[src/rtl/truth_table_sweeper.sv]
// Drives every input vector into an attached N-input combinational DUT and rebuilds its truth table.
// Optional macro TRUTH_TABLE_SWEEPER_GLITCH_CHECK_EN enables per-row output stability flags.
module truth_table_sweeper #(
  parameter int N_INPUTS = 4,
  parameter int SETTLE_CYCLES = 8,
  parameter logic [(1<<N_INPUTS)-1:0] EXPECTED = '0
) (
  input  logic                       clk,
  input  logic                       rst,
  input  logic                       start,
  output logic                       busy,
  output logic                       done,
  output logic [N_INPUTS-1:0]        dut_in,
  input  logic                       dut_out,
  output logic [(1<<N_INPUTS)-1:0]   tt,
  output logic                       match,
  output logic [N_INPUTS-1:0]        first_mismatch,
  output logic [(1<<N_INPUTS)-1:0]   unstable
);
  localparam int TW = 1 << N_INPUTS;

  typedef enum logic [1:0] {IDLE, SETTLE, SAMPLE, DONE} state_t;

  state_t                state_q, state_d;
  logic [N_INPUTS:0]     row_q, row_d;
  logic [7:0]            cnt_q, cnt_d;
  logic [TW-1:0]         tt_q, tt_d;
  logic                  match_q, match_d;
  logic [N_INPUTS-1:0]   fm_q, fm_d;

  function automatic logic [N_INPUTS-1:0] lowest_set(input logic [TW-1:0] v);
    logic [N_INPUTS-1:0] r;
    r = '0;
    for (int i = TW - 1; i >= 0; i--) begin
      if (v[i]) r = N_INPUTS'(i);
    end
    return r;
  endfunction

`ifdef TRUTH_TABLE_SWEEPER_GLITCH_CHECK_EN
  logic          prev_q;
  logic [TW-1:0] unstable_q, unstable_d;

  // prev_q holds dut_out from the preceding SETTLE cycle when SAMPLE compares against it
  always_ff @(posedge clk or posedge rst) begin
    if (rst) begin
      prev_q     <= 1'b0;
      unstable_q <= '0;
    end else begin
      if (state_q == SETTLE || state_q == SAMPLE) prev_q <= dut_out;
      unstable_q <= unstable_d;
    end
  end

  assign unstable = unstable_q;
`else
  assign unstable = '0;
`endif

  always_ff @(posedge clk or posedge rst) begin
    if (rst) begin
      state_q <= IDLE;
      row_q   <= '0;
      cnt_q   <= '0;
      tt_q    <= '0;
      match_q <= 1'b0;
      fm_q    <= '0;
    end else begin
      state_q <= state_d;
      row_q   <= row_d;
      cnt_q   <= cnt_d;
      tt_q    <= tt_d;
      match_q <= match_d;
      fm_q    <= fm_d;
    end
  end

  always_comb begin
    state_d = state_q;
    row_d   = row_q;
    cnt_d   = cnt_q;
    tt_d    = tt_q;
    match_d = match_q;
    fm_d    = fm_q;
`ifdef TRUTH_TABLE_SWEEPER_GLITCH_CHECK_EN
    unstable_d = unstable_q;
`endif
    case (state_q)
      IDLE: begin
        if (start) begin
          state_d = SETTLE;
          row_d   = '0;
          cnt_d   = '0;
          tt_d    = '0;
          match_d = 1'b0;
          fm_d    = '0;
`ifdef TRUTH_TABLE_SWEEPER_GLITCH_CHECK_EN
          unstable_d = '0;
`endif
        end
      end
      SETTLE: begin
        cnt_d = cnt_q + 8'd1;
        if (cnt_q == 8'(SETTLE_CYCLES - 1)) state_d = SAMPLE;
      end
      SAMPLE: begin
        tt_d[row_q[N_INPUTS-1:0]] = dut_out;
`ifdef TRUTH_TABLE_SWEEPER_GLITCH_CHECK_EN
        unstable_d[row_q[N_INPUTS-1:0]] = (dut_out != prev_q);
`endif
        if (row_q == (N_INPUTS+1)'(TW - 1)) begin
          // Result registers load on the edge into DONE so they are valid during the done pulse
          state_d = DONE;
          fm_d    = lowest_set(tt_d ^ EXPECTED);
`ifdef TRUTH_TABLE_SWEEPER_GLITCH_CHECK_EN
          match_d = (tt_d == EXPECTED) && (unstable_d == '0);
`else
          match_d = (tt_d == EXPECTED);
`endif
        end else begin
          row_d   = row_q + 1'b1;
          cnt_d   = '0;
          state_d = SETTLE;
        end
      end
      DONE: state_d = IDLE;
      default: state_d = IDLE;
    endcase
  end

  assign busy           = (state_q != IDLE);
  assign done           = (state_q == DONE);
  assign dut_in         = (state_q == IDLE) ? '0 : row_q[N_INPUTS-1:0];
  assign tt             = tt_q;
  assign match          = match_q;
  assign first_mismatch = fm_q;

endmodule

[config.mk]
export PLATFORM = sky130hd
export DESIGN_NAME = truth_table_sweeper
export DESIGN_NICKNAME = d
export VERILOG_FILES = /design/src/rtl/truth_table_sweeper.sv
export SDC_FILE = /design/constraint.sdc
export NUM_CORES = 1
export LEC_CHECK = 0
export BUFFER_PORTS_ARGS = -buffer_cell sky130_fd_sc_hd__buf_2
export CORE_MARGIN = 5
export CORE_UTILIZATION = 55
export CTS_BUF_LIST = sky130_fd_sc_hd__clkbuf_4 sky130_fd_sc_hd__clkbuf_8
export DETAILED_ROUTE_END_ITERATION = 12
export GPL_ROUTABILITY_DRIVEN = 0
export PLACE_DENSITY = 0.84
export SKIP_CTS_REPAIR_TIMING = 1
export SYNTH_ARGS = -nofsm -noshare
export SYNTH_HDL_FRONTEND = slang
export SYNTH_SLANG_ARGS = --single-unit
[constraint.sdc]
create_clock -name clk -period 2.5 [get_ports clk]
set_input_delay 0.125 -clock clk [delete_from_list [all_inputs] [get_ports clk]]
set_output_delay 0.125 -clock clk [all_outputs]
set_load 0.02 [all_outputs]
**Yosys cells after proc, flatten, opt, wreduce, memory -nomap -nowiden**

Index checks and enable logic that the tools add are counted.

- Output and inout bits: 43
- Input port bits: 4
- Bits in registers: 36

- Add/sub/neg operators: 2
- Order comparisons: 2
- Reductions and logical operators: 11
- Equality and inequality tests: 9
- Muxes and demuxes: 38

Operators by type and width:

| kind | count |
|---|---|
| two-way mux 4 bit | 19 |
| case mux 16 bit (2 select lines) | 1 |
| case mux 8 bit (3 select lines) | 1 |
| bitwise mux 16 bit | 1 |
| zero test 16 bit | 1 |
| two-way mux 16 bit | 1 |
| two-way mux 8 bit | 2 |
| two-way mux 5 bit | 2 |
| case mux 5 bit (2 select lines) | 1 |
| AND reduction 3 bit | 3 |
| adder 8 x 1 -> 8 bit (second input constant) | 1 |
| == test 8 x 3 -> 1 bit (second input constant) | 1 |
| inequality test 2 bit (second input constant) | 4 |
| case mux 2 bit (4 select lines) | 1 |
| case mux 4 bit (2 select lines) | 1 |
| two-way mux 2 bit | 3 |
| adder 5 x 1 -> 5 bit (second input constant) | 1 |
| == test 5 x 4 -> 1 bit (second input constant) | 1 |
| less-than comparator 4 x 5 -> 1 bit (second input constant) | 1 |
| demux 1 bit (select 4 bit) | 1 |
| == test 2 bit (second input constant) | 2 |
| greater-or-equal comparator 4 x 1 -> 1 bit (second input constant) | 1 |
| AND reduction 2 bit | 2 |
| nonzero test 2 bit | 2 |
| other kinds (6) | 8 |

**Depth between registers and ports, before layout**

- Depth after elaboration: 23
- Gate-level depth with buffers: 8
- Depth with buffers taken out: 8

**Least setup slack after synthesis**

No wires, ideal clock.

- Kind: reg-to-reg
- Start point: register row_q[0]
- End point: register match_q, in the netlist match
- Period minus slack after synthesis: 2.320 ns
- Arrival: 2.216 ns
- Cell stages (with the launch flop): 8
- Required time: 2.397 ns
- Slack: 0.180 ns
- Path buffers: 0
- Path through: dfrtp_1 inv_1 ha_1 or3b_4 a211oi_4 nand2_2 or4_4 o41ai_2

- Cells in the longest elaborated chain, start to end: 8
- Elaborated cells between the ends (all ways): 12
- Classes of those cells: order compare: 2; eq/ne: 2; mux: 5; reduce/logical: 3

Ends and longest elaborated chain:

| what | RTL line | text |
|---|---|---|
| from (decl) | 25 | `logic [N_INPUTS:0] row_q, row_d;` |
| from (signal assigned) | 70 | `row_q <= row_d;` |
| less-than comparator 4 x 5 -> 1 bit (not written as such) or greater-or-equal comparator 4 x 1 -> 1 bit (tied branches) | 107 | `tt_d[row_q[N_INPUTS-1:0]] = dut_out;` |
| logical AND 1 bit (not written as such) | 107 |  |
| two-way mux 1 bit (not written as such) | 107 |  |
| demux 1 bit (select 4 bit) | 107 |  |
| bitwise mux 16 bit | 107 |  |
| zero test 16 bit | 118 | `match_d = (tt_d == EXPECTED);` |
| two-way mux 1 bit | 111 | `if (row_q == (N_INPUTS+1)'(TW - 1)) begin` |
| case mux 1 bit (2 select lines) | 88 | `case (state_q)` |
| to (signal assigned) | 73 | `match_q <= match_d;` |
| to (decl) | 28 | `logic match_q, match_d;` |

Several ways; a longest one is shown, not always the timed one. The select of a mux whose other input is x is not followed.
A chain may end at the register's enable or synchronous reset.

**Final worst setup path**

Same ends and word-level chain as after synthesis.

==> results by group <==
Outcome
  – Outcome: completed

Clock network
  – CTS Buffer Depth: 2
  – Clock Tree Root: clkbuf_8
  – CTS H-Tree Depth: 2
  – Clk_lat worst skew: about 0.30 ns
  – CTS tree: done
  – CTS Buf Count: 5
  – Clock slew at reported path FFs: 0.07 ns
  – CTS Sinks: 36

Detailed routing
  – Drt total wl: 5.274 mm
  – Vias per inst: roughly 5.6
  – Via Count: approximately 1,900
  – Pre-antenna DRT Iters: 4
  – Initial detailed-routing violation count: around 190
  – Remaining DRCs: 0
  – WL/cell: 15.60 um
  – Post-route ant nets: 0

STA
  – Hold Fails Final Rpt: 0
  – Slew HR: around 58%
  – Final Setup Violations: 0
  – Slew Limit Fails: 0
  – TNS Setup: 0 ns
  – Least-Margin Pin Slew: approximately 0.63 ns
  – Period minus WS final: between 2 and 2.5 ns
  – Fin crit share: 97.36%
  – FMAX: between 400 and 500 MHz
  – Clk_skew: between 0.01 and 0.015 ns

Logic synthesis
  – Mapped Cells: roughly 240
  – Synth async-reset ratio: between 90% and 100%
  – Yosys top cell area share: about two fifths
  – Yosys cell types: between 40 and 50
  – Sequential fraction of the synthesis area: 40.59%
  – Dominant cells by area after synthesis: dfrtp_1 (41%), mux2i_1 (6.8%), o21ai_0 (6.3%)
  – Synthesized cell area: between 0.002 and 0.0025 mm^2
  – YS warnings: 0
  – Dominant synthesized flop cell: dfrtp_1
  – Largest area contributor in the netlist: dfrtp_1
  – Average cell area after synthesis: ~9.1 um^2
  – Register bit total from synthesis: 36
  – EDFF count, synth: 0

Critical path
  – Critical path type: reg -> reg
  – Worst-path fanout max: 4
  – Worst EP arrival: around 2.6 ns
  – Endpoint class of the critical path: register
  – CP required: ~2.7 ns
  – CP Launch Type: register

Floorplanning
  – Die ar.: between 0.005 and 0.006 mm^2
  – Cell Rows: 23
  – Width of the die: ~74 um
  – Core Footprint: a little under 0.004 mm^2
  – Die H: roughly 74 um
  – Starting Density: a little under three fifths
  – Ports: between 40 and 50

Placed design
  – Inst Count DP: roughly 320
  – DP HPWL: about 3.7 mm
  – Port Buffers: 30

Layout
  – Antenna cells: 0
  – Non-filler instance count after layout: 338
  – Share of cells above drive strength 1: approximately 25%
  – Final nets: between 200 and 300
  – Area growth from synthesis to layout: 16.91%

Pwr
  – Peak VDD IR: around 380 uV
  – Pwr/cell area: between 400 and 500 mW/mm^2
  – Leak: roughly 1.3 nW

Global route
  – Overall Global Routing Usage: roughly 20%
  – Largest net degree at the start of global routing: 37
  – First-pass GRT wire length: between 8 and 9 mm
  – Overflow after GRT: 0
  – Vias in the first global route: 1,802
  – Initial antenna violation count: 0

Run
  – Max_cap viols: 0

Worst hold path
  – Hold Crit Class: in -> reg
-- report_power, final --
group,total (mW),internal (mW),switching (mW)
Sequential,0.608,0.596,0.0114
Clock,0.450,0.246,0.204
Combinational,0.120,0.0310,0.0889
Total,1.18,0.873,0.304
-- worst max-delay path: stages (launching register included) --
cell	delay, ns
dfrtp_1	0.42
ha_2	0.22
buf_4	0.12
buf_4	0.10
nor3b_1	0.24
mux2i_1	0.37
nand2_1	0.19
or4_4	0.45
o41ai_2	0.20
-- cell usage in the layout (no fill, tap or decap), types with 2 or more instances in the layout --
master,instances
nand3_1,5
a21oi_1,2
buf_2,30
nor2b_1,2
clkbuf_4,2
o211ai_1,2
dfrtp_1,36
clkbuf_8,6
mux2_2,3
and2_1,5
a311oi_1,2
nand4_1,3
buf_4,18
ha_1,4
a21o_1,2
nand2_1,34
inv_1,7
a22o_1,2
nor2_1,11
xnor2_1,2
conb_1,16
nand2b_1,6
o31ai_1,3
nor3_1,4
xor2_1,3
nor3b_1,2
o21ai_0,28
mux2i_1,15
nand3b_1,9
-- synth_stat cells, drive strengths merged, types with 6 or more instances --
cell type and count:
dfrtp 36, nand2 35, o21ai 28, buf 20
mux2i 15, nor2 11, nand3b 9, inv 8
clkbuf 7, ha 6, nand2b 6
-- path summary, 6_finish.rpt --
kind	startpoint	endpoint	slack [ns]	depth (start not counted)
hold reg to reg	match	match	0.50	2
setup reg to reg	row_q[0]	match	0.07	8
min in group asynchronous	rst	state_q[0]	0.47	4
setup / recovery	row_q[0]	match	0.07	8
max in group asynchronous	rst	cnt_q[2]	1.71	4
hold / removal	dut_out	tt[0]	0.25	3
-- final cells by class --
type / count / area [um^2]
clock buffer: 8 / 97.59
inverter: 8 / 30.03
multi-input combinational: 187 / 1209
sequential: 36 / 900.9
fill: 328 / 1348
timing repair buffer: 49 / 295.3
tap: 50 / 62.56
-- sequential cells by signal (all words and copies together), names as in the netlist --
signal          count
cnt_q               8
first_mismatch      4
match               1
row_q               5
state_q             2
tt                 16
-- metal layers --
| metal | share of wire [%] | vias up | track usage [%] |
|---|---|---|---|
| met5 | 0 | - | 0 |
| met4 | 2.1 | 0 | 8.451 |
| met3 | 6.8 | 10 | 4.104 |
| met2 | 49 | 72 | 32.68 |
| met1 | 42 | 907 | 27.19 |
| li1 | - | 902 | - |
-- per-stage QoR --
stage	power [mW]	setup WS (ns)	instance area, um^2	util [%]	hold slack [ns]
2_1_floorplan	0.7169	0.1802	2276	-	0.2920
3_3_place_gp	0.7319	0.1391	2420	61.38	0.2505
3_5_place_dp	0.7353	0.08827	2420	61.38	0.2535
4_1_cts	1.185	0.03553	2517	63.85	-0.06290
5_1_grt	1.222	-0.01084	2595	65.82	0.2571
6_report	1.178	0.06598	2595	65.82	0.2546
-- cell families after synthesis --
kind of cell	Yosys count	share of synthesized area [%]
simple gates	92	21.87
compound gates	50	14.88
flops	36	40.59
buf+inv	35	8.851
mux	18	8.286
fa+ha+maj	6	3.382
xor+xnor	5	1.973
other cells	1	0.1689
(Power assumes the default switching activity.)
